[src/rtl/pipe_ctrl_pkg.sv]
`default_nettype none
// ============================================================================
// Module      : pipe_ctrl_pkg
// Description : Shared types and constants for the pipeline stall/flush
//               controller: controller state enum, stall bus patterns and
//               the default exception vector.
// Revision    : 1.0 - initial release
// ============================================================================
package pipe_ctrl_pkg;

  // Controller states.
  typedef enum logic [1:0] {
    RUN   = 2'd0,
    PEND  = 2'd1,
    FLUSH = 2'd2
  } state_e;

  // Stall bus patterns: bit 0 pc, 1 if, 2 id, 3 ex, 4 mem, 5 wb.
  localparam logic [5:0] STALL_NONE = 6'b000000;
  localparam logic [5:0] STALL_IF   = 6'b000011;
  localparam logic [5:0] STALL_ID   = 6'b000111;
  localparam logic [5:0] STALL_EX   = 6'b001111;
  localparam logic [5:0] STALL_MEM  = 6'b011111;
  localparam logic [5:0] STALL_ALL  = 6'b111111;

  localparam logic [31:0] EXC_VECTOR_DEFAULT = 32'hBFC0_0380;

endpackage
`default_nettype wire

[src/rtl/stall_encoder.sv]
`default_nettype none
// ============================================================================
// Module      : stall_encoder
// Description : Combinational priority encoder from the four stage stall
//               requests to the shared stall bus. The most downstream
//               requesting stage wins; it is held together with every stage
//               upstream of it.
// Ports       : stallreq_if/id/ex/mem - per-stage stall requests
//               stall                 - encoded per-stage hold bus
// Revision    : 1.0 - initial release
// ============================================================================
module stall_encoder
  import pipe_ctrl_pkg::*;
#(
  parameter int STALL_W = 6
) (
  input  logic               stallreq_if,
  input  logic               stallreq_id,
  input  logic               stallreq_ex,
  input  logic               stallreq_mem,
  output logic [STALL_W-1:0] stall
);

  always_comb begin
    stall = STALL_W'(STALL_NONE);
    if (stallreq_mem) begin
      stall = STALL_W'(STALL_MEM);
    end else if (stallreq_ex) begin
      stall = STALL_W'(STALL_EX);
    end else if (stallreq_id) begin
      stall = STALL_W'(STALL_ID);
    end else if (stallreq_if) begin
      stall = STALL_W'(STALL_IF);
    end
  end

endmodule
`default_nettype wire

[src/rtl/pipeline_ctrl.sv]
`default_nettype none
// ============================================================================
// Module      : pipeline_ctrl
// Description : Central stall/flush controller for the five-stage pipeline.
//               Drives the shared stall bus, sequences precise exceptions and
//               eret raised in MEM (freeze, flush, redirect) and keeps stall
//               and flush performance counters.
// Ports       : clk, rst              - clock, synchronous active-high reset
//               stallreq_*            - per-stage stall requests
//               excp_valid/eret_valid - redirect requests from MEM
//               cp0_epc               - eret return address
//               perf_clr              - clear both counters
//               stall, flush          - pipeline register controls
//               new_pc, new_pc_valid  - PC redirect
//               stall_cnt, flush_cnt  - saturating performance counters
// Revision    : 1.0 - initial release
// ============================================================================
module pipeline_ctrl
  import pipe_ctrl_pkg::*;
#(
  parameter logic [31:0] EXC_VECTOR = EXC_VECTOR_DEFAULT,
  parameter int          STALL_W    = 6
) (
  input  logic               clk,
  input  logic               rst,
  input  logic               stallreq_if,
  input  logic               stallreq_id,
  input  logic               stallreq_ex,
  input  logic               stallreq_mem,
  input  logic               excp_valid,
  input  logic               eret_valid,
  input  logic [31:0]        cp0_epc,
  input  logic               perf_clr,
  output logic [STALL_W-1:0] stall,
  output logic               flush,
  output logic [31:0]        new_pc,
  output logic               new_pc_valid,
  output logic [31:0]        stall_cnt,
  output logic [15:0]        flush_cnt
);

  state_e             state_q, state_d;
  logic [31:0]        tgt_q, tgt_d;
  logic [31:0]        stall_cnt_q, stall_cnt_d;
  logic [15:0]        flush_cnt_q, flush_cnt_d;
  logic [STALL_W-1:0] stall_enc;
  logic               req;
  logic [31:0]        req_tgt;

  stall_encoder #(
    .STALL_W (STALL_W)
  ) u_stall_encoder (
    .stallreq_if  (stallreq_if),
    .stallreq_id  (stallreq_id),
    .stallreq_ex  (stallreq_ex),
    .stallreq_mem (stallreq_mem),
    .stall        (stall_enc)
  );

  // Exception wins over eret when both are raised together.
  assign req     = excp_valid | eret_valid;
  assign req_tgt = excp_valid ? EXC_VECTOR : cp0_epc;

  always_comb begin
    state_d      = state_q;
    tgt_d        = tgt_q;
    stall        = stall_enc;
    flush        = 1'b0;
    new_pc_valid = 1'b0;

    case (state_q)
      RUN: begin
        if (req) begin
          tgt_d   = req_tgt;
          stall   = STALL_W'(STALL_ALL);
          // An outstanding bus transaction must finish before the flush.
          state_d = stallreq_mem ? PEND : FLUSH;
        end
      end
      PEND: begin
        stall = STALL_W'(STALL_ALL);
        if (!stallreq_mem) begin
          state_d = FLUSH;
        end
      end
      FLUSH: begin
        // Requests are ignored: their source instructions are being flushed.
        stall        = STALL_W'(STALL_NONE);
        flush        = 1'b1;
        new_pc_valid = 1'b1;
        state_d      = RUN;
      end
      default: begin
        stall   = STALL_W'(STALL_NONE);
        state_d = RUN;
      end
    endcase

    stall_cnt_d = stall_cnt_q;
    flush_cnt_d = flush_cnt_q;
    if (perf_clr) begin
      stall_cnt_d = '0;
      flush_cnt_d = '0;
    end else begin
      if ((state_q == RUN) && stall[0] && (stall_cnt_q != '1)) begin
        stall_cnt_d = stall_cnt_q + 32'd1;
      end
      if ((state_q != FLUSH) && (state_d == FLUSH) && (flush_cnt_q != '1)) begin
        flush_cnt_d = flush_cnt_q + 16'd1;
      end
    end
  end

  always_ff @(posedge clk) begin
    if (rst) begin
      state_q     <= RUN;
      tgt_q       <= '0;
      stall_cnt_q <= '0;
      flush_cnt_q <= '0;
    end else begin
      state_q     <= state_d;
      tgt_q       <= tgt_d;
      stall_cnt_q <= stall_cnt_d;
      flush_cnt_q <= flush_cnt_d;
    end
  end

  assign new_pc    = tgt_q;
  assign stall_cnt = stall_cnt_q;
  assign flush_cnt = flush_cnt_q;

endmodule
`default_nettype wire

[config.mk]
export PLATFORM = sky130hd
export DESIGN_NAME = pipeline_ctrl
export DESIGN_NICKNAME = d
export VERILOG_FILES = /design/src/rtl/pipe_ctrl_pkg.sv /design/src/rtl/stall_encoder.sv /design/src/rtl/pipeline_ctrl.sv
export SDC_FILE = /design/constraint.sdc
export NUM_CORES = 1
export LEC_CHECK = 0
export CAP_MARGIN = 10
export CORE_MARGIN = 1
export CORE_UTILIZATION = 41
export CTS_CLUSTER_SIZE = 16
export DETAILED_ROUTE_END_ITERATION = 10
export PLACE_DENSITY_LB_ADDON = 0.15
export SYNTH_ARGS = -nofsm -noshare
export SYNTH_HDL_FRONTEND = slang
export SYNTH_HIERARCHICAL = 1
export SYNTH_SLANG_ARGS = --single-unit
[constraint.sdc]
create_clock -name clk -period 2.2 [get_ports clk]
set_clock_uncertainty 0.15 [all_clocks]
set_input_delay 0.44 -clock clk [delete_from_list [all_inputs] [get_ports clk]]
set_output_delay 0.44 -clock clk [all_outputs]
set_load 0.01 [all_outputs]
Word-level counts from Yosys, hierarchy flattened
Cells that the tools add are included.
Word-level totals
  flip-flop bits (word level): 82
  output and inout port bits: 88
  input bits: 41
  word-level logic and storage cells: 32
Cells by class
  multiplexer cells: 12
  equal/unequal tests: 6
  add/subtract/negate cells: 2
  bitwise operators: 1
  reduce and logical (&&, ||, !) cells: 7
Operator list (number)
  adder 32 x 1 -> 32 bit (second input constant): 1
  two-way mux 32 bit: 1
  inequality test 32 bit (second input constant): 1
  two-way mux 6 bit: 4
  adder 16 x 1 -> 16 bit (second input constant): 1
  inequality test 16 bit (second input constant): 1
  case mux 6 bit (2 select lines): 1
  two-way mux 2 bit: 4
  equality test 2 bit (second input constant): 2
  logical AND 1 bit: 4
  case mux 2 bit (2 select lines): 1
  equality test 2 x 1 -> 1 bit (second input constant): 1
  zero test 2 bit: 1
  inequality test 2 bit (second input constant): 1
  AND reduction 2 bit: 1
  OR reduction 2 bit: 1
  two-way mux 1 bit: 1
  bitwise OR 1 bit: 1

Longest topological paths before layout
  depth in word-level cells: 8
  mapped depth: 8

Hierarchy
The synthesis kept the hierarchy.
By module, submodules not included
  pipeline_ctrl: area an instance 3752.3 µm², times used 1, cells an instance 460, seq. area each 1641.6 µm²
  stall_encoder: area an instance 46.3 µm², times used 1, cells an instance 7, seq. area each 0.0 µm²

Worst setup path before layout
No wires, ideal clock.
  kind: input port to flip-flop
  from: in stallreq_if
  to: reg stall_cnt_q[12] (netlist: stall_cnt[12])
  stages: 8
  setup slack: -0.125 ns
  data arrival time: 2.105 ns
  cell sequence: or4_1 nor3_1 nor2_1 o21ai_2 buf_2 buf_6 o21ai_0 a21oi_1
Between the ends
  longest elaborated chain between the ends: 8
RTL lines
  start, declared: line pipeline_ctrl.sv:26  | input logic stallreq_if,
  two-way mux 2 bit: line stall_encoder.sv:32  | end else if (stallreq_if) begin
  two-way mux 6 bit: line stall_encoder.sv:30  | end else if (stallreq_id) begin
  two-way mux 6 bit: line stall_encoder.sv:28  | end else if (stallreq_ex) begin
  two-way mux 6 bit: line stall_encoder.sv:26  | if (stallreq_mem) begin
  two-way mux 6 bit: line pipeline_ctrl.sv:73  | if (req) begin
  case mux 6 bit (2 select lines): line pipeline_ctrl.sv:71  | case (state_q)
  logical AND 1 bit (2 in a row): line pipeline_ctrl.sv:105  | if ((state_q == RUN) && stall[0] && (stall_cnt_q != '1)) begin
  end signal, assigned: line pipeline_ctrl.sv:123  | stall_cnt_q <= stall_cnt_d;
  end, declared: line pipeline_ctrl.sv:44  | logic [31:0] stall_cnt_q, stall_cnt_d;
Every way passes these cells.
A chain may end at the register's enable or synchronous reset.

Final worst setup path
  from: reg state_q[0]
  to: reg stall_cnt_q[20] (netlist: stall_cnt[20])
Between the ends
  longest elaborated chain between the ends: 4
  elaborated cells between the ends (all ways): 5
  those cells by class: eq/ne: 1; mux: 1; reduce/logical: 3
RTL lines
  start, declared: line pipeline_ctrl.sv:42  | state_e state_q, state_d;
  start signal, assigned: line pipeline_ctrl.sv:121  | state_q <= state_d;
  equality test 2 x 1 -> 1 bit or zero test 2 bit (tied branches): line pipeline_ctrl.sv:71, pipeline_ctrl.sv:105
  case mux 6 bit (2 select lines): line pipeline_ctrl.sv:71
  logical AND 1 bit * (2 in a row): line pipeline_ctrl.sv:105
Every way passes the cells marked *; elsewhere a longest branch is shown, timed or not.

==> results.md <==
* Final #Nets at between 700 and 800
* Met3 Resource Use GR at under 10%
* GRT Overall Usage at about a quarter
* CP most frequent cell: buf_4
* Largest fanout on the critical path at 4
* Area Overhead vs Synth at 61.3%
* Initial antenna violation count at 0
* RSZ-0062 raised after global routing: yes
* Placer Congestion at about 0.86
* Period utilisation layout at 99.6%
* Leakage at approximately 2.2 nW
* Final setup vio count at 0
* Startpoint type of the worst setup path: flip-flop
* Post-DP HPWL at around 8300 um
* Rel. slew slack at 61.7%
* DIE AREA at about 9700 um^2
* FFs w/ async S/R, synth at 0%
* WL/cell at between 15 and 20 um
* Worst vdd ir at between 0.3 and 0.4 mV
* Met2 Usage GRT at between 40% and 50%
* # diodes at 0
* Top_reg_cell synth: dfxtp_1
* Final Slew Violations at 0
* Number of hold violations in the final report at 0
* Clk sinks at between 80 and 90
* Slowest Stage Delay on Critical Path at around 0.44 ns
* Post-synth EDFFs at 0
* Post-place instance area at between 5000 and 6000 um^2
* Max cap viols at 0
* Hold/Removal Path Class: reg2reg
* Drt drc at 1
* Crit path required time at around 2.3 ns
* Mapped Area at 3800 um^2
* Post-route design area at ~6000 um^2
* Worst-path clk slew at about 0.09 ns
* CP Class: reg2reg
* Clk buf depth at 2
* Crit path arrival time at between 2 and 2.5 ns
* Tmin final at roughly 2.2 ns
* Worst setup margin at about 0.0086 ns
* Via-per-instance ratio at about 5.5
* Clk_lat worst skew at between 0.3 and 0.4 ns
* I/O Pins at 129
* Net count after synthesis at 510
* Routed Antenna Nets at 0
* FMAX at around 0.46 GHz
* Port bufs at around 130
* Dpl ws at -0.872 ns
* Yosys warnings at 6
* CTS Buf Count at 9
* Total number of vias at approximately 4200
* Share of cells above drive strength 1 at approximately a quarter
* Largest net degree at the start of global routing at 36
* Hold Path Depth at 2
* GRT busiest layer: met2
* Critical-path cell list: buf_4 -> or2_2 -> nor2_2 -> buf_4 -> nand3_1 -> or4_1 -> mux2i_1
* Cell count after synthesis at 467
* Syn_area_per_cell at around 8.1 um^2
* Slowest cell on crit path: or4_1
* Register area share after synthesis at about 43%
* Die Span Y at between 90 and 100 um
* Synth unique cells at 46
* Core Footprint at about 8800 um^2
* M1 GR Usage at 29.7%
* Worst setup EP type: flip-flop
* Vias in the first global route at 4153
* CTS root buffer: clkbuf_8
* Setup TNS at 0 ns
* Gr ovfl total at 0
* Initial DRT Pass Iterations at 10
* Worst Reg2Reg Path Length in Cells at 7
* Die width at 98.3 um
* DRT Wirelength at ~12000 um
* Initial Util at between 40% and 50%
* Count of state elements after synthesis at 82
* CTS HTree Levels at 3
* Drt first-iter violations at about 130
* CTS tree: built
* First-pass GRT wire length at between 15000 and 20000 um
* Pwr dens at 524 nW/um^2
* Failing checks: DRC
* Worst-margin pin slew at ~0.57 ns
* Fill count at 707
* # rows at 34
* Final Power at roughly 3.2 mW
* Outcome: finished, violations left
cell usage after synthesis, drive strengths merged, types with 4 or more instances:
| library cell | count | share of area [%] |
|---|---|---|
| dfxtp | 82 | 43 |
| nand2 | 44 | 4.3 |
| nor4 | 6 | 1.2 |
| nor3 | 30 | 4.0 |
| nor2 | 44 | 4.3 |
| xnor2 | 14 | 3.2 |
| or3 | 14 | 2.3 |
| o31ai | 10 | 2.0 |
| o21ai | 15 | 2.1 |
| or4 | 18 | 3.6 |
| nand3b | 21 | 4.2 |
| a21oi | 49 | 6.5 |
| and3 | 4 | 0.66 |
| nand3 | 20 | 2.6 |
| or2 | 6 | 0.99 |
| clkbuf | 23 | 2.3 |
| buf | 8 | 1.5 |
| o211ai | 4 | 0.79 |
| nand4 | 12 | 2.3 |
| inv | 12 | 1.2 |
worst max-delay path, delay by kind of cell, from the launching register on:
family                 cells  cell delay (ns)
and+or+nand+nor            4             1.11
DFF                        1             0.34
buffers and inverters      2             0.33
muxes                      1             0.19
path summary, 6_finish.rpt:
check                         start                          to  slack, ns
max           state_q[0]$_SDFF_PP0_  stall_cnt[20]$_SDFFE_PP0P_      0.009
min          new_pc[0]$_SDFFE_PP0P_      new_pc[0]$_SDFFE_PP0P_       0.31
max reg2reg   state_q[0]$_SDFF_PP0_  stall_cnt[20]$_SDFFE_PP0P_      0.009
min reg2reg  new_pc[0]$_SDFFE_PP0P_      new_pc[0]$_SDFFE_PP0P_       0.31
repair_timing:
action | 4_1_cts | 5_1_grt
hold endpoints to repair | 0 | 0
buffers inserted | 6 | 4
cloned | 1 | 0
setup endpoints to repair | 53 | 38
pin swaps | 6 | 9
hold buffers | 0 | 0
gates resized for setup | 48 | 19
cell families (layout without fill, tap and decap cells):
logic type,after synthesis,after routing,synth area share [%]
compound gates,91,92,14.1
xor+xnor,17,17,3.92
fa+ha+maj,2,2,0.659
buf+inv,43,240,4.94
flops,82,82,43.2
mux,3,3,0.791
other cells,1,1,0.0987
simple gates,228,228,32.2
metal layers:
metal,wire [um],vias to the layer above
li1,-,2068
met1,4870,1994
met2,6170,154
met3,755,26
met4,318,0
met5,0,-
where the power goes:
group | switching (mW) | internal, mW
registers | 0.0245 | 1.53
clock network | 0.615 | 0.544
logic | 0.234 | 0.260
total | 0.874 | 2.33
area by class of cell:
type	count	area, um^2	share of cell area, %
Multi-Input combinational cell	343	2140	34.9
Tap cell	108	135	2.20
Timing Repair Buffer	212	1950	31.8
Clock buffer	9	124	2.02
Clock inverter	7	82.6	1.35
Inverter	12	45.0	0.735
Sequential cell	82	1660	27.0
placed cells by master, fill, tap and decap left out, types with 20 or more instances in the layout:
cell type,netlist,routed
dfxtp_1,82,71
a21oi_1,49,44
clkdlybuf4s50_1,0,114
nand3_1,20,20
nor2_1,44,41
nand3b_1,21,21
buf_4,4,77
nor3_1,30,27
nand2_1,44,43
registers in the layout (all words and copies together) (netlist names):
name and count:
stall_cnt 32, state_q 2, new_pc 32, flush_cnt 16
per-stage QoR:
step	std cells	util [%]	hold slack [ns]
after detailed placement	746	64.4	0.296
after global routing	773	69.3	0.334
after global placement	746	64.4	0.288
after CTS	769	68.2	0.309
final	773	69.3	0.307
after floorplan	467	-	0.326
(Power assumes the default switching activity.)
==> RTL edit, RTL diff (config.mk and constraints unchanged) <==
`STALL_W` is set to 6 in 2 places; all go to 4.
--- a/src/rtl/stall_encoder.sv
+++ b/src/rtl/stall_encoder.sv
@@ -14,3 +14,3 @@
 #(
-  parameter int STALL_W = 6
+  parameter int STALL_W = 4
 ) (
--- a/src/rtl/pipeline_ctrl.sv
+++ b/src/rtl/pipeline_ctrl.sv
@@ -21,3 +21,3 @@
   parameter logic [31:0] EXC_VECTOR = EXC_VECTOR_DEFAULT,
-  parameter int          STALL_W    = 6
+  parameter int          STALL_W    = 4
 ) (
Ports: changed (resized stall); port bits go from 129 to 127. The function was not compared with the original's and may differ.
==> RTL edit against the original RTL <==
- total power increased by 4.6%
- non-clock buffer count decreased by 46
- sequential cell count unchanged
- highest routed layer unchanged
- design area decreased by 4.9%
- synthesized area increased by 3.0%
- hold slack got worse by 0.0051 ns
- synthesized cell count increased by 2.1%
- die area increased by 2.9%
- critical endpoint is now stall_cnt[17]$_SDFFE_PP0P_
- cell count decreased by 2.5%
- wire length decreased by 7.8%
- worst setup slack improved by 0.017 ns
==> RTL edit: results (changes against the original RTL) <==
Status
  – Status: finished, final reports clean

GRT
  – GRT Total Usage: 0.232 (-0.0216)
  – First-pass GRT wire length: 18500 microns (-6.3%)
  – Vias in the first global route: 3844 (-7.4%)
  – Largest net degree at the start of global routing: 42 (+17%)
  – Antenna violations before repair: 0 (unchanged)

Pwr
  – LEAKAGE: 2.17 nW (-1.9%)
  – Switching part of the total power: 0.233 (-0.0397)
  – Peak supply drop: 356 uV (+7.1%)

Placed design
  – HPWL Detailed: 7840 microns (-6.0%)
  – GP Congestion: 0.838 (-2.7%)
  – # port buffers: 126 (-1.6%)
  – Placed insts: 737 (-1.2%)

Finish
  – Post-layout nets: 664 (-5.5%)
  – Antenna Cells: 0 (unchanged)
  – Filler cells: 817 (+16%)
  – Layout cells sized above 1: 0.146 (-0.0890)

Logic synthesis
  – Count of different cell masters after synthesis: 45 (-2.2%)
  – Most frequent cells after synthesis: dfxtp_1 (82), nand2_1 (53), nor2_1 (48)
  – Synth Warn #: 6 (unchanged)
  – Synth top area cells: dfxtp_1 (42%), nand2_1 (5.1%), a21oi_1 (4.7%)
  – Cells after Synth: 477 (+2.1%)
  – Ys async rst share: 0 (unchanged)
  – Post-Syn Nets: 520 (+2.0%)
  – EDFF count, synth: 0 (unchanged)
  – Most used flip-flop cell after synthesis: dfxtp_1
  – Seq/Total Area, Yosys: 0.420 (-0.0124)

Detailed routing
  – Via count: 4039 (-4.8%)
  – Drt total wl: 11200 microns (-7.8%)
  – DR iter-0 viols: 167 (+27%)
  – DRT Pass-1 Iters: 5 (-5)
  – Via density: 5.36 (-2.4%)
  – Final ANT Viol Nets: 0 (unchanged)

CTS
  – Cts bufs inserted: 9 (unchanged)
  – Worst skew pair latency: 0.35 ns
  – CTS H-tree lvls: 3 (unchanged)
  – Clock slew at reported path FFs: 0.08 ns
  – Clk root buf: clkbuf_8
  – Worst-case clock buffer depth: 2 (unchanged)

Critical path
  – Arrival @ worst endpoint: 2.32 ns
  – CP max-delay cell: or4_4
  – CP delay by family, top: simple AND/OR/NAND/NOR gates
  – Max incr delay on CP: 0.54 ns (+0.10 ns)
  – Worst-path fanout max: 5 (+1)

Worst hold path
  – Hold Crit Class: reg -> reg

STA
  – Relative slew slack: 0.563 (-0.0540)
## RTL edit: final timing paths
check	from	end	slack [ns]	depth (start not counted)
worst max register to register	stall_cnt[23]$_SDFFE_PP0P_	stall_cnt[26]$_SDFFE_PP0P_	0.10	5
worst max-delay path	stallreq_id	stall_cnt[17]$_SDFFE_PP0P_	0.03	7
worst min-delay path	new_pc[16]$_SDFFE_PP0P_	new_pc[16]$_SDFFE_PP0P_	0.30	2
worst min register to register	new_pc[16]$_SDFFE_PP0P_	new_pc[16]$_SDFFE_PP0P_	0.30	2
## RTL edit: cell families (layout without fill, tap and decap cells)
family          Yosys count  after routing  synth area share
mux                       7              7            0.0179
fa+ha+maj                 2              2           0.00640
compound gates           88             88             0.144
buf+inv                  44            191            0.0470
simple gates            241            242             0.336
xor+xnor                 13             13            0.0291
flops                    82             82             0.420
## RTL edit: final cells by class
type	count	area share
tap	129	0.0277
inverter	10	0.00644
timing repair buffer	166	0.268
multi-input combinational	352	0.372
clock inverter	4	0.0170
clock buffer	11	0.0260
sequential	82	0.283
## RTL edit: timing repair
item | in CTS | in global routing
resized for setup | 36 | 5
pin swaps | 6 | 4
cloned | 1 | 0
setup endpoints to repair | 38 | 8
buffers inserted | 1 | 0
## RTL edit: power groups by stage
stage               clock, mW  combinational (mW)  sequential [mW]
floorplan                   0               0.171             1.61
global placement            0               0.436             1.59
detailed placement          0               0.443             1.59
CTS                      1.39               0.446             1.56
global route             1.46               0.479             1.57
finish                   1.36               0.442             1.56
## RTL edit: worst reg2reg max path, stage by stage (launching register included)
cell      delay, ns
dfxtp_1        0.42
nand4_1        0.19
nor4_4         0.43
nand4b_1       0.32
or3_1          0.39
a21oi_1        0.14
## RTL edit: per-stage QoR
step	setup slack (ns)	utilization	area [sq um]	setup TNS, ns	power [mW]
global route	-0.00561	0.630	5830	-0.00826	3.51
global placement	-0.590	0.599	5530	-18.62	2.03
floorplan	-0.124	-	3950	-0.956	1.78
finish	0.0257	0.630	5830	0	3.36
detailed placement	-0.620	0.599	5530	-20.79	2.04
CTS	0.0218	0.629	5810	0	3.39
## RTL edit: routing by layer
layer / part of all wire / wire, microns / vias to the layer above / GRT usage
met5: 0 / 0 / - / 0
met1: 0.43 / 4840 / 1883 / 0.285
met2: 0.47 / 5290 / 136 / 0.385
met3: 0.082 / 913 / 9 / 0.0738
li1: - / - / 2011 / -
met4: 0.012 / 134 / 0 / 0.0781
